**src/rtl/line_serializer.sv**
```systemverilog
// Serializes one WORD_W*WORDS line into WORDS words, lowest word first, over a valid/ready stream.
// Define LINE_SERIALIZER_BACK2BACK_EN to accept the next line during the last word transfer (zero bubbles).
module line_serializer #(
    parameter int WORD_W = 32,
    parameter int WORDS  = 4
) (
    input  logic                     Clk,
    input  logic                     Reset,
    input  logic                     load_valid,
    input  logic [WORD_W*WORDS-1:0]  load_data,
    output logic                     load_ready,
    output logic                     word_valid,
    output logic [WORD_W-1:0]        word_data,
    output logic                     word_last,
    input  logic                     word_ready,
    output logic                     busy
);

    localparam int LINE_W = WORD_W * WORDS;
    localparam int CNT_W  = $clog2(WORDS);
    localparam logic [CNT_W-1:0] CNT_LAST = CNT_W'(WORDS - 1);

    typedef enum logic [0:0] {
        IDLE = 1'b0,
        SEND = 1'b1
    } state_t;

    state_t              state_q, state_d;
    logic [LINE_W-1:0]   line_q, line_d;
    logic [CNT_W-1:0]    cnt_q, cnt_d;
    logic                valid_q, valid_d;
    logic                last_word;
    logic                xfer;
    logic                accept;

    always_ff @(posedge Clk) begin
        if (Reset) begin
            state_q <= IDLE;
            line_q  <= '0;
            cnt_q   <= '0;
            valid_q <= 1'b0;
        end else begin
            state_q <= state_d;
            line_q  <= line_d;
            cnt_q   <= cnt_d;
            valid_q <= valid_d;
        end
    end

    always_comb begin
        state_d    = state_q;
        line_d     = line_q;
        cnt_d      = cnt_q;
        valid_d    = valid_q;
        load_ready = 1'b0;
        accept     = 1'b0;
        last_word  = (cnt_q == CNT_LAST);
        xfer       = valid_q && word_ready;

        case (state_q)
            IDLE: begin
                load_ready = 1'b1;
                accept     = load_valid;
            end
            SEND: begin
`ifdef LINE_SERIALIZER_BACK2BACK_EN
                load_ready = word_ready && last_word;
                accept     = load_valid && word_ready && last_word;
`endif
                // The line register empties itself as words leave, so word_data is always bit 0 upward.
                if (xfer) begin
                    line_d = line_q >> WORD_W;
                    if (last_word) begin
                        cnt_d   = '0;
                        state_d = IDLE;
                        valid_d = 1'b0;
                    end else begin
                        cnt_d = cnt_q + CNT_W'(1);
                    end
                end
            end
            default: begin
                state_d = IDLE;
                valid_d = 1'b0;
            end
        endcase

        if (accept) begin
            line_d  = load_data;
            cnt_d   = '0;
            state_d = SEND;
            valid_d = 1'b1;
        end
    end

    assign word_valid = valid_q;
    assign word_data  = line_q[WORD_W-1:0];
    assign word_last  = valid_q && last_word;
    assign busy       = valid_q;

endmodule

```
**config.mk**
```make
export PLATFORM = sky130hd
export DESIGN_NAME = line_serializer
export DESIGN_NICKNAME = d
export VERILOG_FILES = /design/src/rtl/line_serializer.sv
export SDC_FILE = /design/constraint.sdc
export NUM_CORES = 1
export LEC_CHECK = 0
export CAP_MARGIN = 15
export CORE_UTILIZATION = 25
export DETAILED_ROUTE_END_ITERATION = 8
export SLEW_MARGIN = 30
export SYNTH_ARGS = -nofsm -noshare
export SYNTH_HDL_FRONTEND = slang
export SYNTH_SLANG_ARGS = --single-unit
```
**constraint.sdc**
```tcl
create_clock -name Clk -period 1.7 [get_ports Clk]
set_clock_uncertainty 0.1 [all_clocks]
set_input_delay 0.17 -clock Clk [delete_from_list [all_inputs] [get_ports Clk]]
set_output_delay 0.17 -clock Clk [all_outputs]
set_load 0.05 [all_outputs]
```
==> results.cfg, run 1 <==
[run_status]
status = finished, violations left
violations = DRC

[yosys]
ys_seq_elements = 132
avgSynthCellArea_um2 = 8.89
synthesis.area_um2 = 5660
ys_seq_area_frac = 0.467
post_synth_num_cell_types = 24
syn-num-nets = 769
ys_warn_count = 0
syn_inst = 636

[clock_network]
cts_resized = 0
cts_buffer_depth = 2
numCtsBuffers = 17
hold_buffers = 0
post_cts_buffers = 0
clk_pin_slew_worst_paths_ns = 0.06
cts_tree = done
clk_latency_ns = 0.42
cts.sinks = 132
clock_tree.root_cell = clkbuf_16
h-tree-depth = 4

[finish]
final-instance-count-excl-fill = 1042
final_util = 0.364
regArea_um2 = 2640
n_fill_cell = 2284
nets = 880
layout-drive-gt1-share = 0.184
multi_input_area_um2 = 2430
fin_area_um2 = 8030
area_delta_synth_final_pct = 41.9

[run]
maxCapViolations = 0

[global_routing]
grt_use_total = 0.155
grt_max_degree = 69
grt_pass1_vias = 4907
grt_antenna_before_repair = 2
grt_pass1_wl_um = 28300
overflow = 0

[drt]
wl_per_cell_um = 17.1
drt_iter0_markers = 473
vias = 5067
wl_um = 17800
vias_per_cell = 4.86
first_pass_iters = 7
ant_nets = 0
drc = 9

[sta]
setup_viol = 0
setup_total_negative_slack_ns = 0
relSlewSlack = 0.722
worstMarginPinSlew_ns = 0.418
fin_ws_ns = 0.118
finalCriticalPeriod_ns = 1.58
rsz0062_at_grt = no
max_freq_mhz = 632
fin_crit_sh = 0.931
hold_slack_ns = 0.0757
maxSlewViolCount = 0
hold_violations = 0

[power]
power_density_nw_per_um2 = 1060
finalPower_mw = 8.49
leakage_nw = 2.82
p_int_mw = 6.34
p_sw_mw = 2.15
switching_share = 0.253
combPwrFrac = 0.144
ir_drop_uv = 514
p_seq_frac = 0.400
clock_power_share = 0.455

[place]
globalplace.congestion = 0.785
place_ws_ns = -0.0241
dpl.hpwl_um = 12100
place_inst = 1008
placed_area_um2 = 7400
port_buffers = 167

[worst_setup_path]
cpPeakStageDelay_ns = 0.33
cp_max_fo = 3
r2r_setup_slack_ns = 0.14
r2r_start = state_q
crit_chain = ha_1, and2_1, buf_12
start_kind = flip-flop
setup.worst_path.start = cnt_q[0]
cp_num_buf_inv = 1
crit_arrival_ns = 1.31
crit_required_ns = 1.43
end_kind = output pin
slowest_stage = dfxtp_1
crit_type = flip-flop to output pin
crit_family = flip-flops

[floorplanning]
dieWidth_um = 152
die_area_um2 = 23200
boundaryPins = 168
initial_core_util = 0.257
row_count = 54
die_height_um = 152
core_um2 = 22000

[worst_hold_path]
holdCritPathClass = primary input to flip-flop
min-delay-start = Reset
==> routing by layer <==
metal / vias up / GRT usage / wire, µm
li1: 2513 / - / -
met1: 2385 / 0.220 / 8700
met2: 153 / 0.221 / 7810
met3: 16 / 0.0427 / 1030
met4: 0 / 0.0620 / 270
met5: - / 0 / 0
==> worst paths after layout <==
check | to | cells after the start
hold reg to reg | line_q[30] | 2
setup reg to reg | line_q[79] | 4
hold / removal | line_q[76] | 2
setup / recovery | word_last | 3
==> final cells by class <==
type / instances / share of cell area
Antenna cell: 2 / 0.000623
Clock buffer: 18 / 0.0547
Clock inverter: 14 / 0.0231
Inverter: 1 / 0.000468
Multi-Input combinational cell: 401 / 0.303
Sequential cell: 132 / 0.329
Tap cell: 280 / 0.0436
Timing Repair Buffer: 194 / 0.245
==> cells in the final DEF, fill, tap and decap left out <==
cell type	Yosys	final
ha_1	1	1
nor2_1	3	3
a21oi_2	20	20
or3_1	1	1
buf_12	0	15
nor2b_4	0	1
buf_4	38	49
mux2i_1	1	1
clkinvlp_4	0	6
a22oi_2	20	20
clkinv_2	0	4
nand3_1	126	125
a22oi_1	73	73
and3_4	0	1
dfxtp_1	132	132
clkbuf_8	0	1
a211oi_1	4	4
nand2_1	36	36
clkbuf_16	0	17
a21oi_1	109	109
nor3_1	1	1
o21a_1	2	2
nand2b_4	0	1
clkdlybuf4s50_1	0	130
diode_2	0	2
and2_1	1	1
nand3_4	0	1
bufinv_16	0	4
inv_1	1	1
==> worst register-to-register path, stage by stage (launching register included) <==
cell	delay (ns)
dfxtp_1	0.50
and3_4	0.37
buf_12	0.20
a21oi_1	0.08
a211oi_1	0.22
==> synth_stat cells (all sizes together) <==
cell | number | area [µm²]
buf | 85 | 547
a211oi | 4 | 30.0
nand3 | 126 | 631
nand2 | 36 | 135
and2 | 1 | 6.26
nor3 | 1 | 5.00
ha | 1 | 12.5
nor2b | 1 | 6.26
inv | 1 | 3.75
dfxtp | 132 | 2640
or3 | 1 | 6.26
nor2 | 3 | 11.3
mux2i | 1 | 10.0
nand2b | 1 | 6.26
clkbuf | 17 | 63.8
and3 | 1 | 6.26
a21oi | 129 | 721
a22oi | 93 | 798
o21a | 2 | 15.0
==> power by group through the flow <==
stage	sequential [mW]	combinational (mW)	clock [mW]
after detailed placement	3.47	1.23	0
after CTS	3.40	1.23	3.95
after floorplan	3.42	0.721	0
after global routing	3.42	1.32	4.09
final	3.40	1.23	3.87
after global placement	3.46	1.22	0
==> state kept, by name (all words and copies together) (netlist names) <==
register	cells
state_q	1
cnt_q	2
busy	1
line_q	128
==> logic make-up (layout without fill, tap and decap cells) <==
kind of cell	count (synthesis)	in the layout	synth area share
mux	1	1	0.00177
simple gates	171	171	0.144
fa+ha+maj	1	1	0.00221
flops	132	132	0.467
compound gates	228	228	0.276
buf+inv	103	227	0.109
other cells	0	2	0
Note: power is estimated with default switching activity, not from simulation.
==> run 2, diff against run 1 <==
--- a/config.mk
+++ b/config.mk
@@ -6,8 +6,9 @@
 export NUM_CORES = 1
 export LEC_CHECK = 0
 export CAP_MARGIN = 15
-export CORE_UTILIZATION = 25
+export CORE_UTILIZATION = 45
 export DETAILED_ROUTE_END_ITERATION = 8
+export PLACE_DENSITY = 0.77
 export SLEW_MARGIN = 30
 export SYNTH_ARGS = -nofsm -noshare
 export SYNTH_HDL_FRONTEND = slang
==> results.cfg, run 2 (synthesis gave the netlist of run 1 again) <==
[global_routing]
grt_antenna_before_repair = 1
overflow = 0
grt_pass1_wl_um = 24700
grt_pass1_vias = 4833
grt_max_degree = 66
grt_use_total = 0.242

[finish]
nets = 879
reg_top3 = line_q: 128 flops, cnt_q: 2 flops
n_fill_cell = 1007
largest_reg_flops = 128
final_util = 0.649
area_delta_synth_final_pct = 39.1
top_register = line_q
fin_area_um2 = 7870
final_common_cell = dfxtp_1
final_cell_mix = dfxtp_1, clkdlybuf4s50_1, nand3_1
layout-drive-gt1-share = 0.179

[clock_network]
h-tree-depth = 4
clock_tree.root_cell = clkbuf_16
cts.sinks = 132
post_cts_buffers = 0
cts_tree = done
cts_resized = 0
clk_latency_ns = 0.42
cts_buffer_depth = 2
clk_pin_slew_worst_paths_ns = 0.06
hold_buffers = 0
numCtsBuffers = 17

[drt]
drc = 0
vias_per_cell = 5.61
ant_nets = 0
drt_iter0_markers = 616
first_pass_iters = 5
wl_um = 15600
wl_per_cell_um = 16.8
vias = 5199

[sta]
maxSlewViolCount = 0
fin_crit_sh = 0.929
setup_viol = 0
relSlewSlack = 0.726
max_freq_mhz = 633
hold_violations = 0
hold_slack_ns = 0.0713
rsz0062_at_grt = no
worstMarginPinSlew_ns = 0.410
fin_ws_ns = 0.121
finalCriticalPeriod_ns = 1.58

[worst_hold_path]
hold_end = line_q[88]
min-delay-start = Reset
whs_path_depth = 2
holdCritPathClass = primary input to flip-flop

[worst_setup_path]
slowest_stage = dfxtp_1
end_kind = output pin
start_kind = flip-flop
crit_required_ns = 1.43
crit_arrival_ns = 1.31
cp_max_fo = 3
crit_type = flip-flop to output pin
cpPeakStageDelay_ns = 0.32
r2r_setup_slack_ns = 0.13
worstReg2RegEnd = line_q[60]
r2r_start = state_q
crit_chain = ha_1, and2_1, buf_12
rr_worst_depth = 4

[floorplanning]
die_height_um = 114
dieWidth_um = 114
initial_core_util = 0.467
core_um2 = 12100
row_count = 40
die_area_um2 = 13000
boundaryPins = 168

[power]
ir_drop_uv = 701
power_density_nw_per_um2 = 1080
leakage_nw = 2.83

[place]
place_ws_ns = -0.0483
globalplace.congestion = 0.874
port_buffers = 167
dpl.hpwl_um = 10700
placed_area_um2 = 7240

[run_status]
status = complete, no violations

[run]
maxCapViolations = 0
## run 2: worst max path at each step
stage	from	end	depth (start not counted)
2_1_floorplan	busy	line_q[80]	6
3_3_place_gp	word_ready	line_q[48]	5
3_5_place_dp	word_ready	line_q[11]	6
4_1_cts	cnt_q[0]	word_last	3
5_1_grt	state_q	line_q[12]	4
6_report	cnt_q[0]	word_last	3
## run 2: metrics by stage
step / power, mW / setup TNS [ns] / std cells
CTS: 8.48 / 0 / 926
floorplan: 4.14 / 0 / 636
finish: 8.46 / 0 / 927
global route: 8.77 / 0 / 927
global placement: 4.64 / 0 / 895
detailed placement: 4.67 / -0.106 / 895
## run 2: per-layer routing
layer / global-route usage / wire length [µm] / up-vias
met5: 0 / 0 / -
met3: 0.0561 / 934 / 31
met1: 0.322 / 6800 / 2454
met4: 0.111 / 503 / 0
li1: - / - / 2509
met2: 0.375 / 7350 / 205
## run 2: cell type report
cell class                      count  area, µm²  share of cell area
Clock buffer                       22        474              0.0603
Timing Repair Buffer              193       1950               0.248
Sequential cell                   132       2640               0.336
Clock inverter                      9        151              0.0192
Antenna cell                        1       2.50            0.000318
Tap cell                          168        210              0.0267
Multi-Input combinational cell    401       2430               0.309
Inverter                            1       3.75            0.000477
## run 2: worst max-delay path: cells and delay by family (launching register included)
family        cells  cell delay, ns
flops             1            0.32
fa+ha+maj         1            0.23
buf+inv           1            0.16
simple gates      1            0.20
## run 2: power breakdown
group          internal, mW  total (mW)  switching (mW)
logic                 0.582        1.22           0.634
clock network          2.56        3.85            1.29
registers              3.28        3.40           0.117
==> run 3, diff against run 2 <==
--- a/config.mk
+++ b/config.mk
@@ -8,7 +8,8 @@
 export CAP_MARGIN = 15
 export CORE_UTILIZATION = 45
 export DETAILED_ROUTE_END_ITERATION = 8
-export PLACE_DENSITY = 0.77
+export DONT_BUFFER_PORTS = 1
+export GPL_ROUTABILITY_DRIVEN = 0
 export SLEW_MARGIN = 30
 export SYNTH_ARGS = -nofsm -noshare
 export SYNTH_HDL_FRONTEND = slang
==> constraint.sdc (replaced) <==
create_clock -name Clk -period 1.37 [get_ports Clk]
set_clock_uncertainty 0.1 [all_clocks]
set_input_delay 0.137 -clock Clk [delete_from_list [all_inputs] [get_ports Clk]]
set_output_delay 0.137 -clock Clk [all_outputs]
set_load 0.05 [all_outputs]
==> results.cfg, run 3 (synthesis gave the netlist of run 1 again) <==
[place]
port_buffers = 0
place_ws_ns = -0.0799
placed_area_um2 = 6000
dpl.hpwl_um = 9720

[floorplanning]
die_height_um = 114
boundaryPins = 168
dieWidth_um = 114
core_um2 = 12100
row_count = 40
initial_core_util = 0.467
die_area_um2 = 13000

[power]
leakage_nw = 2.66
ir_drop_uv = 849
p_seq_frac = 0.430
power_density_nw_per_um2 = 1290
switching_share = 0.253
p_sw_mw = 2.50
combPwrFrac = 0.133
p_int_mw = 7.38
clock_power_share = 0.438

[finish]
final_common_cell = dfxtp_1
n_fill_cell = 1005
final_cell_mix = dfxtp_1, a21oi_1, nand3_1
n_antenna_cell = 0
layout-drive-gt1-share = 0.429
fin_area_um2 = 7690
nets = 777
area_delta_synth_final_pct = 35.9
largest_reg_flops = 128
reg_top3 = line_q: 128 flops, cnt_q: 2 flops
final_util = 0.635
top_register = line_q

[sta]
worstMarginPinSlew_ns = 0.288
finalCriticalPeriod_ns = 1.43
hold_slack_ns = -0.314
rsz0062_at_grt = yes
setup_viol = 27
max_freq_mhz = 700
fin_ws_ns = -0.0591
maxSlewViolCount = 0
fin_crit_sh = 1.04
relSlewSlack = 0.808
hold_violations = 132

[worst_setup_path]
end_kind = output pin
crit_type = flip-flop to output pin
cp_max_fo = 3
crit_chain = ha_4, and2_4, buf_12
crit_arrival_ns = 1.19
start_kind = flip-flop
crit_required_ns = 1.13
cpPeakStageDelay_ns = 0.33
slowest_stage = dfxtp_2

[global_routing]
grt_pass1_wl_um = 23500
overflow = 0
grt_pass1_vias = 4411
grt_use_total = 0.237
grt_max_degree = 132
grt_antenna_before_repair = 0

[clock_network]
clock_tree.root_cell = clkbuf_16
clk_pin_slew_worst_paths_ns = 0.05
h-tree-depth = 4
hold_buffers = 1
cts_tree = done
numCtsBuffers = 17
cts_buffer_depth = 2
cts.sinks = 132
clk_latency_ns = 0.41

[drt]
drt_iter0_markers = 404
vias_per_cell = 6.03
first_pass_iters = 5
ant_nets = 0
drc = 0
wl_per_cell_um = 21.2
wl_um = 17400
vias = 4966

[worst_hold_path]
holdCritPathClass = primary input to flip-flop

[run]
maxCapViolations = 0

[run_status]
violations = hold timing, setup timing
status = finished, violations left
-- run 3: cell count changes in the layout (fill, tap and decap cells not counted), sizes merged, moves of 3 or more --
cell,before,now
clkdlybuf4s50,130,0
clkbuf,22,39
buf,63,77
bufinv,4,1
-- run 3: path summary, 6_finish.rpt --
| check | slack, ns | end | start | depth (start not counted) |
|---|---|---|---|---|
| setup / recovery | -0.06 | word_last | cnt_q[1] | 3 |
| hold / removal | -0.31 | line_q[112] | Reset | 1 |
| setup reg to reg | -0.05 | cnt_q[0] | state_q | 4 |
| hold reg to reg | 0.36 | line_q[43] | line_q[43] | 2 |
-- run 3: cell type report --
cell class / instances / area [µm²] / area share
Multi-Input combinational cell: 401 / 3000 / 0.390
Sequential cell: 132 / 2650 / 0.345
Timing Repair Buffer: 91 / 1250 / 0.163
Clock buffer: 26 / 519 / 0.0676
Tap cell: 168 / 210 / 0.0273
Clock inverter: 4 / 45.0 / 0.00586
Inverter: 1 / 7.51 / 0.000977
-- run 3: timing repair --
item / 4_1_cts / 5_1_grt
setup endpoints to repair: 83 / 131
pin swaps: 8 / 27
cloned: 3 / 16
resized for setup: 23 / 113
buffers inserted: 5 / 4
hold endpoints to repair: 132 / 132
-- run 3: worst max-delay path, delay by kind of cell (launching register included) --
family / cells / cell delay [ns]
flops: 1 / 0.33
simple gates: 1 / 0.14
buf+inv: 1 / 0.14
fa+ha+maj: 1 / 0.16
-- run 3: power groups by stage --
stage,logic (mW),registers (mW),clock network (mW)
floorplan,0.894,4.25,0
global placement,1.04,4.28,0
detailed placement,1.06,4.29,0
CTS,1.12,4.22,4.38
global route,1.40,4.27,4.54
finish,1.31,4.25,4.32
-- run 3: layer usage --
layer | share of wire | vias to the layer above | GRT usage
met5 | 0 | - | 0
met4 | 0.021 | 0 | 0.102
met3 | 0.071 | 28 | 0.0709
met2 | 0.48 | 193 | 0.343
met1 | 0.43 | 2426 | 0.326
li1 | - | 2319 | -
-- run 3: metrics by stage --
stage,setup TNS [ns],std cells,total power [mW]
detailed placement,-1.03,766,5.35
CTS,-0.113,805,9.71
global route,-3.53,823,10.2
global placement,-0.0711,766,5.32
floorplan,-0.393,636,5.14
finish,-0.555,823,9.88
